**src/rtl/node_pkg.sv**
```systemverilog
`default_nettype none
// ============================================================================
//  Module      : node_pkg
//  Description : Shared constants for the sequential neuron MAC slice:
//                floating-point word width, the +0.0 encoding and the
//                state encoding of the node_mac_seq controller.
//  Revision    : 1.0 - initial release
// ============================================================================
package node_pkg;

    localparam int              FP_W    = 32;
    localparam logic [FP_W-1:0] FP_ZERO = 32'h0000_0000;

    // Controller state encoding
    localparam int              c_ST_W      = 2;
    localparam logic [c_ST_W-1:0] c_ST_IDLE   = 2'd0;
    localparam logic [c_ST_W-1:0] c_ST_RUN    = 2'd1;
    localparam logic [c_ST_W-1:0] c_ST_FINISH = 2'd2;
    localparam logic [c_ST_W-1:0] c_ST_BIAS   = 2'd3;

endpackage
`default_nettype wire

```
**src/rtl/node_relu.sv**
```systemverilog
`default_nettype none
// ============================================================================
//  Module      : node_relu
//  Description : ReLU clamp on an IEEE-754 single. Any value with the sign
//                bit set (negative numbers and -0.0) becomes +0.0.
//  Ports       : sum      - unclamped float sum
//                relu_out - clamped result
//  Revision    : 1.0 - initial release
// ============================================================================
module node_relu
    import node_pkg::*;
(
    input  logic [FP_W-1:0] sum,
    output logic [FP_W-1:0] relu_out
);

    assign relu_out = sum[FP_W-1] ? FP_ZERO : sum;

endmodule
`default_nettype wire

```
**src/rtl/node_mac_seq.sv**
```systemverilog
`default_nettype none
// ============================================================================
//  Module      : node_mac_seq
//  Description : Sequential single-neuron multiply-accumulate. Walks the
//                shared activation/weight memories one address per cycle,
//                accumulates a*w through an external combinational
//                float_mult/float_adder pair, and publishes the ReLU-clamped
//                sum with a one-cycle done pulse.
//  Ports       : clk, rst            - clock, synchronous active-high reset
//                start               - request an evaluation (ignored if busy)
//                busy, done          - in-progress flag, result-valid pulse
//                op_addr             - read address for both operand memories
//                a_data, w_data      - operands, valid one cycle after op_addr
//                mult_x/y, mult_z    - shared float_mult operands / product
//                add_a/b, add_out    - shared float_adder operands / sum
//                result              - ReLU-clamped neuron output
//                bias                - (NODE_BIAS_EN only) added after the
//                                      last accumulation in state BIAS
//  Config      : define NODE_BIAS_EN to add the bias port and BIAS state.
//  Revision    : 1.0 - initial release
// ============================================================================
module node_mac_seq
    import node_pkg::*;
#(
    parameter int N_INPUTS = 187,
    parameter int ADDR_W   = 8
)(
    input  logic              clk,
    input  logic              rst,
    input  logic              start,
`ifdef NODE_BIAS_EN
    input  logic [FP_W-1:0]   bias,
`endif
    output logic              busy,
    output logic              done,
    output logic [ADDR_W-1:0] op_addr,
    input  logic [FP_W-1:0]   a_data,
    input  logic [FP_W-1:0]   w_data,
    output logic [FP_W-1:0]   mult_x,
    output logic [FP_W-1:0]   mult_y,
    input  logic [FP_W-1:0]   mult_z,
    output logic [FP_W-1:0]   add_a,
    output logic [FP_W-1:0]   add_b,
    input  logic [FP_W-1:0]   add_out,
    output logic [FP_W-1:0]   result
);

    localparam logic [ADDR_W-1:0] c_LAST = ADDR_W'(N_INPUTS - 1);

    // State in which the final sum appears on add_out and result is loaded
`ifdef NODE_BIAS_EN
    localparam logic [c_ST_W-1:0] c_ST_RESULT = c_ST_BIAS;
`else
    localparam logic [c_ST_W-1:0] c_ST_RESULT = c_ST_FINISH;
`endif

    logic [c_ST_W-1:0] r_state;
    logic [c_ST_W-1:0] w_next;
    logic [ADDR_W-1:0] r_index;
    logic              r_valid;   // a_data/w_data hold the operand of last cycle's address
    logic              r_done;
    logic [FP_W-1:0]   r_acc;
    logic [FP_W-1:0]   r_result;
    logic [FP_W-1:0]   w_relu;

    // ------------------------------------------------------------------
    // State register
    // ------------------------------------------------------------------
    always_ff @(posedge clk) begin
        if (rst) begin
            r_state <= c_ST_IDLE;
        end else begin
            r_state <= w_next;
        end
    end

    // ------------------------------------------------------------------
    // Next-state logic
    // ------------------------------------------------------------------
    always_comb begin
        w_next = r_state;
        case (r_state)
            c_ST_IDLE:   if (start) w_next = c_ST_RUN;
            c_ST_RUN:    if (r_index == c_LAST) w_next = c_ST_FINISH;
`ifdef NODE_BIAS_EN
            c_ST_FINISH: w_next = c_ST_BIAS;
            c_ST_BIAS:   w_next = c_ST_IDLE;
`else
            c_ST_FINISH: w_next = c_ST_IDLE;
`endif
            default:     w_next = c_ST_IDLE;
        endcase
    end

    // ------------------------------------------------------------------
    // Output logic
    // ------------------------------------------------------------------
    always_comb begin
        busy    = (r_state != c_ST_IDLE);
        op_addr = (r_state == c_ST_RUN) ? r_index : '0;
        mult_x  = FP_ZERO;
        mult_y  = FP_ZERO;
        add_a   = FP_ZERO;
        add_b   = FP_ZERO;
        if (r_valid) begin
            mult_x = a_data;
            mult_y = w_data;
            add_a  = r_acc;
            add_b  = mult_z;
        end
`ifdef NODE_BIAS_EN
        else if (r_state == c_ST_BIAS) begin
            add_a = r_acc;
            add_b = bias;
        end
`endif
    end

    // The final sum is on add_out in the result-load state, so clamp it
    // directly rather than waiting for it to land in the accumulator.
    node_relu u_relu (
        .sum      (add_out),
        .relu_out (w_relu)
    );

    // ------------------------------------------------------------------
    // Datapath registers
    // ------------------------------------------------------------------
    always_ff @(posedge clk) begin
        if (rst) begin
            r_index  <= '0;
            r_valid  <= 1'b0;
            r_done   <= 1'b0;
            r_acc    <= FP_ZERO;
            r_result <= FP_ZERO;
        end else begin
            r_done  <= 1'b0;
            r_valid <= (r_state == c_ST_RUN);

            if (r_state == c_ST_IDLE && start) begin
                r_acc   <= FP_ZERO;
                r_index <= '0;
            end else if (r_state == c_ST_RUN && r_index != c_LAST) begin
                r_index <= r_index + 1'b1;
            end

            // r_valid is never set in IDLE, so this cannot collide with the clear
            if (r_valid) begin
                r_acc <= add_out;
            end

            if (r_state == c_ST_RESULT) begin
                r_result <= w_relu;
                r_done   <= 1'b1;
            end
        end
    end

    assign done   = r_done;
    assign result = r_result;

endmodule
`default_nettype wire

```
**config.mk**
```make
export PLATFORM = sky130hd
export DESIGN_NAME = node_mac_seq
export DESIGN_NICKNAME = d
export VERILOG_FILES = /design/src/rtl/node_pkg.sv /design/src/rtl/node_relu.sv /design/src/rtl/node_mac_seq.sv
export SDC_FILE = /design/constraint.sdc
export NUM_CORES = 1
export LEC_CHECK = 0
export CAP_MARGIN = 20
export CORE_MARGIN = 3
export CORE_UTILIZATION = 30
export CTS_CLUSTER_DIAMETER = 150
export DETAILED_ROUTE_END_ITERATION = 16
export PLACE_DENSITY = 0.83
export SLEW_MARGIN = 20
export SYNTH_ARGS = -nofsm -noshare
export SYNTH_HDL_FRONTEND = slang
export SYNTH_SLANG_ARGS = --single-unit
```
**constraint.sdc**
```tcl
create_clock -name clk -period 1.3 [get_ports clk]
set_clock_uncertainty 0.05 [all_clocks]
set_input_delay 0.195 -clock clk [delete_from_list [all_inputs] [get_ports clk]]
set_output_delay 0.195 -clock clk [all_outputs]
set_load 0.03 [all_outputs]
```
==> results of run 1 <==
## cells in the mapped netlist (2+ instances only)
cell,n
a21oi_1,38
a22o_1,31
and2_1,132
buf_2,8
buf_4,4
clkbuf_1,24
dfxtp_1,75
ha_1,2
inv_1,8
nand2_1,35
nand3_1,3
nand3b_1,32
nand4_1,2
nor3_1,6
o31ai_1,4
or4_1,2
## worst max-delay path, delay by kind of cell (launching register included)
kind | cells | cell delay (ps)
AND/OR/NAND/NOR | 1 | 220
flip-flops | 1 | 410
AO/OA/AOI/OAI | 2 | 360
buffers and inverters | 4 | 480
## sequential cells by signal, summed over array words and instances, names as in the netlist
register  count
r_acc        32
done          1
r_valid       1
r_state       2
result       31
r_index       8
## how the worst min path moves through the flow
stage,from,to,slack (ps),cells after the start
floorplan,add_out[0],result[0],270,1
global placement,r_acc[0],r_acc[0],410,2
detailed placement,result[16],result[16],420,1
CTS,rst,done,270,3
global route,rst,r_acc[22],380,3
finish,rst,r_acc[6],380,3
## cell type report
type / count / area, um^2
timing repair buffer: 379 / 4310
clock buffer: 11 / 233
multi-input combinational: 309 / 2490
clock inverter: 3 / 16.3
inverter: 8 / 36.3
sequential: 75 / 1520
fill: 725 / 2870
tap: 143 / 179
## layer usage
metal | GRT usage (%) | vias to the layer above
li1 | - | 2156
met1 | 22.5 | 2251
met2 | 43.9 | 280
met3 | 4.92 | 51
met4 | 8.18 | 0
met5 | 0 | -
## report_power, final
part	switching (W)	internal [W]	leakage, nW
Sequential	0.0000381	0.00234	0.612
Clock	0.000913	0.00127	0.126
Combinational	0.000744	0.000987	3.01
## cells in the final DEF (no fill, tap or decap), types with 3 or more instances in the layout
cell / Yosys / layout
a21oi_1: 38 / 28
a21oi_2: 1 / 10
a22o_1: 31 / 31
and2_1: 132 / 5
and2_2: 0 / 27
and2_4: 0 / 100
buf_12: 0 / 24
buf_16: 0 / 4
buf_4: 4 / 34
buf_6: 1 / 152
buf_8: 0 / 3
clkbuf_16: 0 / 19
clkbuf_2: 0 / 13
clkdlybuf4s15_1: 0 / 4
clkdlybuf4s15_2: 0 / 5
clkdlybuf4s50_1: 0 / 129
dfxtp_1: 75 / 67
dfxtp_2: 0 / 3
dfxtp_4: 0 / 5
inv_1: 8 / 6
nand2_1: 35 / 34
nand3b_1: 32 / 32
nor3_4: 0 / 3
or4_4: 1 / 3
## per-stage QoR
| step | hold WS (ps) | worst slack, ps | instance area, um^2 |
|---|---|---|---|
| 5_1_grt | 385 | -360 | 8790 |
| 3_5_place_dp | 415 | -339 | 6880 |
| 3_3_place_gp | 411 | -318 | 6880 |
| 4_1_cts | 275 | -270 | 7790 |
| 6_report | 378 | -290 | 8790 |
| 2_1_floorplan | 270 | -117 | 3790 |
## cell families (layout without fill, tap and decap cells)
kind of cell | count (synthesis) | in the layout | share of synthesized area [%]
adder cells (fa/ha/maj) | 2 | 2 | 0.682
AND/OR/NAND/NOR | 223 | 223 | 37.3
AO/OA/AOI/OAI | 81 | 82 | 15.2
other | 1 | 1 | 0.102
buffers and inverters | 45 | 401 | 5.49
multiplexers | 1 | 1 | 0.273
flip-flops | 75 | 75 | 40.9
## repair_timing
action	in CTS	in global routing
pin swaps	10	44
buffers inserted	17	21
endpoints found under the setup margin	231	224
gates cloned	6	12
gates resized for setup	142	238
==> flow_summary.toml, run 1 <==
[run_status]
outcome = "finished with violations"
violations = "setup timing"

[worst_hold_path]
hold_path.class = "input port to flop"

[critical_path]
worst_ep_required_time_ps = 1510
critPathLaunch = "r_state[1]"
r2r_end = "r_index[3]"
cp-start-kind = "flop"
slowest_stage = "dfxtp_4"
critPathKind = "flop to flop"
endpoint = "r_index[3]"
crit_path_max_fanout = 8
crit_chain = "buf_6 -> buf_6 -> and3b_2 -> buf_4 -> buf_6 -> a31o_4 -> a21oi_2"
reg2reg_depth = 7
cp-end-kind = "flop"
regToRegSetupSlack_ps = -290
cp.arrival_ps = 1800
crit_top_cell = "buf_6"
r2r-start = "r_state[1]"
worst_path_largest_cell_delay_ps = 410

[die]
initial_core_util_pct = 31.4
row_count = 39
die_h_um = 117
die_w_um = 117
dieArea_um2 = 13600
ios = 301
core-area_um2 = 11700

[yosys]
ys_warn_count = 0
netlist.area_leader.share_pct = 40.9
postSynthAreaPerCell_um2 = 8.57
synth-seq-cells = 75
synth_nets = 561
yosysSeqAreaShare_pct = 40.9
syn-instance-count = 428
synth_top_cell_by_area = "dfxtp_1"
synth-main-ff-cell = "dfxtp_1"
synth_cell_types = 38
synthTopCellsByArea = "dfxtp_1 (41%), and2_1 (23%), a22o_1 (7.4%), nand3b_1 (6.6%), a21oi_1 (5.2%)"
synthArstFlopShare_pct = 0
synth_edf_count = 0
synthesis.area_um2 = 3670

[drt]
postRouteAntennaNets = 0
avgViaCountPerCell = 5.11
routedWlPerCell_um = 20.9
wl_met3_um = 1680
top_layer = "met4"
wirelength_um = 19400
drt-pass1-iter-count = 5
route.detailed.drc = 0
drt-initial-drc-count = 291
drt-met1-wl_um = 6480
vias = 4738
wl_met2_um = 10600

[timing]
fin_crit_sh_pct = 122
fin_crit_ps = 1590
fin_ws_ps = -290
timing.final.hold_violations = 0
slew_violations = 0
finalSetupViolCount = 210
tns_ps = -44990
fmax_mhz = 629
rsz0062_at_grt = "true"

[pwr]
powerDensity_nw_per_um2 = 715
power_w = 0.00629
peakVddDrop_v = 0.000553
power_leakage_nw = 3.75

[clock_network]
cts-buffers-inserted = 9
cts_root_buf = "clkbuf_16"
clkTransAtPathRegs_ps = 60
hold_buffers = 0
cts_tree = "yes"
cts.sinks = 75
htreeDepth = 3
cts_buffer_depth = 2
insertion_delay_ps = 330

[global_route]
grt_pass1_wl_um = 23400
grt_pass1_vias = 4533
antenna_found_initial = 0
grt-ovfl-total = 0
grt_usage_pct = 22.2
grt_max_degree = 67

[finish]
areaGrowthSynthToFinish_pct = 140
n_antenna_cell = 0
drive_above_1_share_pct = 55.5
nNetsFinal = 915
layoutNonFillerInstCount = 928
final_core_util_pct = 75.4

[placement]
gp_congestion = 0.813
placed_cells = 862
numPortBuffers = 299
dp.final_hpwl_um = 11100

[run]
cap_violations = 0
No activity file was read; power rests on OpenSTA's default activity.
==> inputs of run 2 (changes only) <==
--- a/config.mk
+++ b/config.mk
@@ -6,12 +6,11 @@
 export NUM_CORES = 1
 export LEC_CHECK = 0
 export CAP_MARGIN = 20
-export CORE_MARGIN = 3
-export CORE_UTILIZATION = 30
+export CORE_AREA = 2 2 117 119
 export CTS_CLUSTER_DIAMETER = 150
 export DETAILED_ROUTE_END_ITERATION = 16
-export PLACE_DENSITY = 0.83
-export SLEW_MARGIN = 20
+export DIE_AREA = 0 0 119 121
+export PLACE_DENSITY = 0.79
 export SYNTH_ARGS = -nofsm -noshare
 export SYNTH_HDL_FRONTEND = slang
 export SYNTH_SLANG_ARGS = --single-unit
==> run 2 against run 1 <==
The flow still finishes with violations (setup timing); die area rose by 6.0%; combinational power rose by 9.8%; sequential share of layout area fell by 0.67 points; total power rose by 9.4%; clock-buffer cell count fell by 1; sequential cell count did not move; register-to-register slack improved by 40 ps; final area rose by 4.0%; routed wire length fell by 0.14%; final cell count rose by 3.8%.
==> flow_summary.toml, run 2 (same netlist as run 1, synthesis figures left out) <==
[run_status]
outcome = "finished with violations"
violations = "setup timing"

[drt]
route.detailed.drc = 0
postRouteAntennaNets = 0
drt-initial-drc-count = 261
vias = 4715
drt-pass1-iter-count = 4
routedWlPerCell_um = 20.1
wirelength_um = 19400
avgViaCountPerCell = 4.90

[run]
cap_violations = 0

[critical_path]
worst_ep_required_time_ps = 1050
crit_path_max_fanout = 11
cp.arrival_ps = 1340
cp-start-kind = "flop"
cp-end-kind = "output port"
critPathKind = "flop to output port"

[clock_network]
cts-buffers-inserted = 9
cts.sinks = 75
hold_buffers = 0
clkTransAtPathRegs_ps = 60
htreeDepth = 3
cts_root_buf = "clkbuf_16"
cts_buffer_depth = 2
insertion_delay_ps = 330
cts_tree = "yes"

[timing]
slew_violations = 0
rsz0062_at_grt = "true"
fin_ws_ps = -281
fin_crit_ps = 1580
holdWs_ps = 178
finalSetupViolCount = 210
fin_crit_sh_pct = 122
fmax_mhz = 632
timing.final.hold_violations = 0
tns_ps = -46100

[placement]
numPortBuffers = 299
gp_congestion = 0.777
dp.final_hpwl_um = 10700
place_area_um2 = 6920

[finish]
final_cell_mix = "buf_6 (143), clkdlybuf4s50_1 (129), and2_4 (119), dfxtp_1 (67), nand2_1 (34)"
n_antenna_cell = 0
nNetsFinal = 915
fillers = 917
design_area_um2 = 9150
areaGrowthSynthToFinish_pct = 149
largest_register_ff_count = 32
largest-register = "r_acc"
final_common_cell = "buf_6"
drive_above_1_share_pct = 55.8

[die]
core-area_um2 = 13100
initial_core_util_pct = 28.0
dieArea_um2 = 14400
die_h_um = 121
die_w_um = 119
ios = 301
row_count = 42

[global_route]
grt_pass1_wl_um = 27900
antenna_found_initial = 0
grt-ovfl-total = 0
grt_usage_pct = 25.0
grt_pass1_vias = 5014
grt_max_degree = 36

[pwr]
power_leakage_nw = 3.84
powerDensity_nw_per_um2 = 752
peakVddDrop_v = 0.000660
power_w = 0.00688

[worst_hold_path]
hold_path.class = "input port to flop"
-- run 2: cell types whose count changed in the layout (fill, tap and decap cells not counted), sizes merged, moves of 2 or more --
cell | previous run | this run
clkdlybuf4s15 | 9 | 16
clkbuf | 34 | 25
inv | 8 | 10
bufbuf | 0 | 2
-- run 2: critical path, cell delays in order (launching register included) --
cell       delay [ps]
dfxtp_4           380
buf_12            150
clkbuf_16         160
and2_1            170
buf_6             130
-- run 2: power breakdown --
| part | leakage (nW) | internal [W] | switching [W] |
|---|---|---|---|
| Combinational | 3.08 | 0.00111 | 0.000793 |
| Sequential | 0.612 | 0.00234 | 0.0000370 |
| Clock | 0.150 | 0.00156 | 0.00105 |
-- run 2: what timing repair did --
action                                 in CTS  in global routing
setup endpoints to repair                 233                219
endpoints found under the hold margin       0                  0
pin swaps                                  19                 29
cloned                                     16                  7
buffers inserted                           35                 10
resized for setup                         357                 69
-- run 2: worst paths after layout --
kind                                 start   endpoint  cells after the start  slack [ps]
worst min register to register    r_acc[0]   r_acc[0]                      2         430
worst max register to register  r_state[1]  r_acc[15]                      6        -250
worst min-delay path                   rst       done                      2         180
worst max-delay path               r_valid   add_a[3]                      4        -280
-- run 2: through the flow --
| stage | setup slack (ps) | utilization, % | cells |
|---|---|---|---|
| 2_1_floorplan | -117 | - | 428 |
| 3_5_place_dp | -356 | 52.9 | 889 |
| 5_1_grt | -309 | 69.9 | 963 |
| 3_3_place_gp | -308 | 52.9 | 889 |
| 6_report | -281 | 69.9 | 963 |
| 4_1_cts | -279 | 67.6 | 953 |
-- run 2: final cells by class --
| cell class | instances | area, um^2 | share of cell area (%) |
|---|---|---|---|
| Timing Repair Buffer | 379 | 4490 | 49.1 |
| Clock buffer | 10 | 239 | 2.61 |
| Multi-Input combinational cell | 309 | 2570 | 28.1 |
| Sequential cell | 75 | 1520 | 16.7 |
| Inverter | 8 | 36.3 | 0.397 |
| Clock inverter | 6 | 70.1 | 0.766 |
| Tap cell | 176 | 220 | 2.41 |
-- run 2: metal layers --
layer,up-vias,part of all wire (%),track usage [%]
li1,2160,-,-
met2,242,55,48.9
met4,0,1.5,7.51
met3,23,6.4,5.97
met5,-,0,0
met1,2290,37,26.3
==> inputs of run 3 (changes only) <==
--- a/config.mk
+++ b/config.mk
@@ -6,11 +6,12 @@
 export NUM_CORES = 1
 export LEC_CHECK = 0
 export CAP_MARGIN = 20
-export CORE_AREA = 2 2 117 119
+export CORE_ASPECT_RATIO = 0.75
+export CORE_MARGIN = 2
+export CORE_UTILIZATION = 30
 export CTS_CLUSTER_DIAMETER = 150
 export DETAILED_ROUTE_END_ITERATION = 16
-export DIE_AREA = 0 0 119 121
-export PLACE_DENSITY = 0.79
+export PLACE_DENSITY = 0.83
 export SYNTH_ARGS = -nofsm -noshare
 export SYNTH_HDL_FRONTEND = slang
 export SYNTH_SLANG_ARGS = --single-unit
==> run 3 against run 2 <==
The flow still finishes with violations (setup timing); setup slack improved by 28 ps; final cell count shrank 4.0%; routed wire length down 13%; non-clock buffer count fell by 25; clock power fell by 14%; sequential power about the same; sequential share of layout area is 1.8 points higher; sequential cell count is the same; worst hold slack better by 200 ps; final area is 10% lower; critical path depth unchanged; utilization up 0.13 points; critical endpoint is now add_a[25]; highest routed layer unchanged.
==> flow_summary.toml, run 3 (same netlist as run 1, synthesis figures left out) <==
[run_status]
outcome = "finished with violations"
violations = "setup timing"

[pwr]
clock_power_share_pct = 36.5
power_leakage_nw = 3.49
intPower_w = 0.00448
net-switching-power_w = 0.00167
pwr-share-seq_pct = 38.6
p_sw_share_pct = 27.2
combPwrFrac_pct = 24.9
peakVddDrop_v = 0.000577
power_w = 0.00615
powerDensity_nw_per_um2 = 748

[finish]
nNetsFinal = 890
largest-register = "r_acc"
design_area_um2 = 8220
fillers = 857
final_common_cell = "buf_6"
multiInputGateArea_um2 = 2290
final_cell_mix = "buf_6 (133), clkdlybuf4s50_1 (129), and2_2 (69), dfxtp_1 (67), and2_1 (49)"
regArea_um2 = 1520
largest_register_ff_count = 32
drive_above_1_share_pct = 47.4
areaGrowthSynthToFinish_pct = 124
n_antenna_cell = 0

[critical_path]
worst_ep_required_time_ps = 1050
r2r-start = "r_state[1]"
critPathLaunch = "r_valid"
cp-end-kind = "output port"
crit_path_max_fanout = 5
reg2reg_depth = 5
cp-start-kind = "flop"
critPathKind = "flop to output port"
regToRegSetupSlack_ps = -210
cp.arrival_ps = 1310
r2r_end = "r_acc[22]"

[run]
cap_violations = 0

[timing]
slew_violations = 0
tns_ps = -38420
fin_crit_ps = 1550
fin_ws_ps = -254
fmax_mhz = 644
timing.final.hold_violations = 0
finalSetupViolCount = 209
rsz0062_at_grt = "true"
fin_crit_sh_pct = 120

[clock_network]
insertion_delay_ps = 330
cts-buffers-inserted = 9
cts_tree = "yes"
clkTransAtPathRegs_ps = 60
cts.sinks = 75
hold_buffers = 0
htreeDepth = 3
cts_buffer_depth = 2
cts_root_buf = "clkbuf_16"

[worst_hold_path]
hold_path.class = "input port to flop"
min_from = "rst"
whs_path_depth = 2
holdPathEnd = "done"

[die]
row_count = 34
dieArea_um2 = 13100
core-area_um2 = 11700
ios = 301
die_w_um = 132
initial_core_util_pct = 31.2
die_h_um = 99.8

[placement]
place_area_um2 = 6770
dp.final_hpwl_um = 10800
numPortBuffers = 299
gp_congestion = 0.829

[drt]
postRouteAntennaNets = 0
wirelength_um = 17000
route.detailed.drc = 0
avgViaCountPerCell = 4.85
routedWlPerCell_um = 18.4
vias = 4478
drt-initial-drc-count = 218
drt-pass1-iter-count = 5

[global_route]
grt_pass1_vias = 4546
grt_pass1_wl_um = 24000
antenna_found_initial = 0
grt_max_degree = 75
grt-ovfl-total = 0
grt_usage_pct = 23.1
run 3: timing repair:
item	in CTS	in global routing
gates resized for setup	147	111
pin swaps	10	18
gates cloned	7	4
endpoints found under the hold margin	0	0
buffers inserted	21	5
setup endpoints to repair	229	219
run 3: cell type report:
| type | instances | share of cell area, % |
|---|---|---|
| clock inverter | 6 | 0.517 |
| clock buffer | 10 | 2.78 |
| multi-input combinational | 309 | 27.8 |
| inverter | 8 | 0.487 |
| tap | 162 | 2.47 |
| timing repair buffer | 354 | 47.4 |
| sequential | 75 | 18.5 |
run 3: power groups by stage:
stage / clock (W) / sequential, W / combinational, W
finish: 0.00224 / 0.00238 / 0.00153
global route: 0.00238 / 0.00238 / 0.00161
CTS: 0.00229 / 0.00237 / 0.00138
detailed placement: 0 / 0.00242 / 0.00124
global placement: 0 / 0.00242 / 0.00122
floorplan: 0 / 0.00241 / 0.000554
run 3: through the flow:
stage               utilization, %  worst slack [ps]  hold slack (ps)  instances
global route                  70.0              -308              374        924
floorplan                        -              -117              270        428
finish                        70.0              -254              378        924
global placement              57.7              -478              411        875
CTS                           66.1              -285              378        917
detailed placement            57.7              -538              415        875
run 3: layer usage:
metal / vias to the layer above / GRT usage (%) / routed length [um]
li1: 2109 / - / -
met1: 2135 / 27.8 / 6950
met2: 204 / 40.9 / 8610
met3: 30 / 5.66 / 1110
met4: 0 / 7.44 / 316
met5: - / 0 / 0
run 3: worst max-delay path by stage:
stage                      end  slack (ps)  depth (start not counted)
global placement     result[7]        -480                          3
detailed placement   result[5]        -540                          3
global route         add_a[22]        -310                          3
CTS                 mult_x[26]        -290                          3
floorplan           op_addr[0]        -120                          2
finish               add_a[25]        -250                          4
run 3: worst max-delay path: stages (launching register included):
cell	delay, ps
dfxtp_4	430
buf_6	160
clkbuf_16	150
and2_4	130
buf_6	120
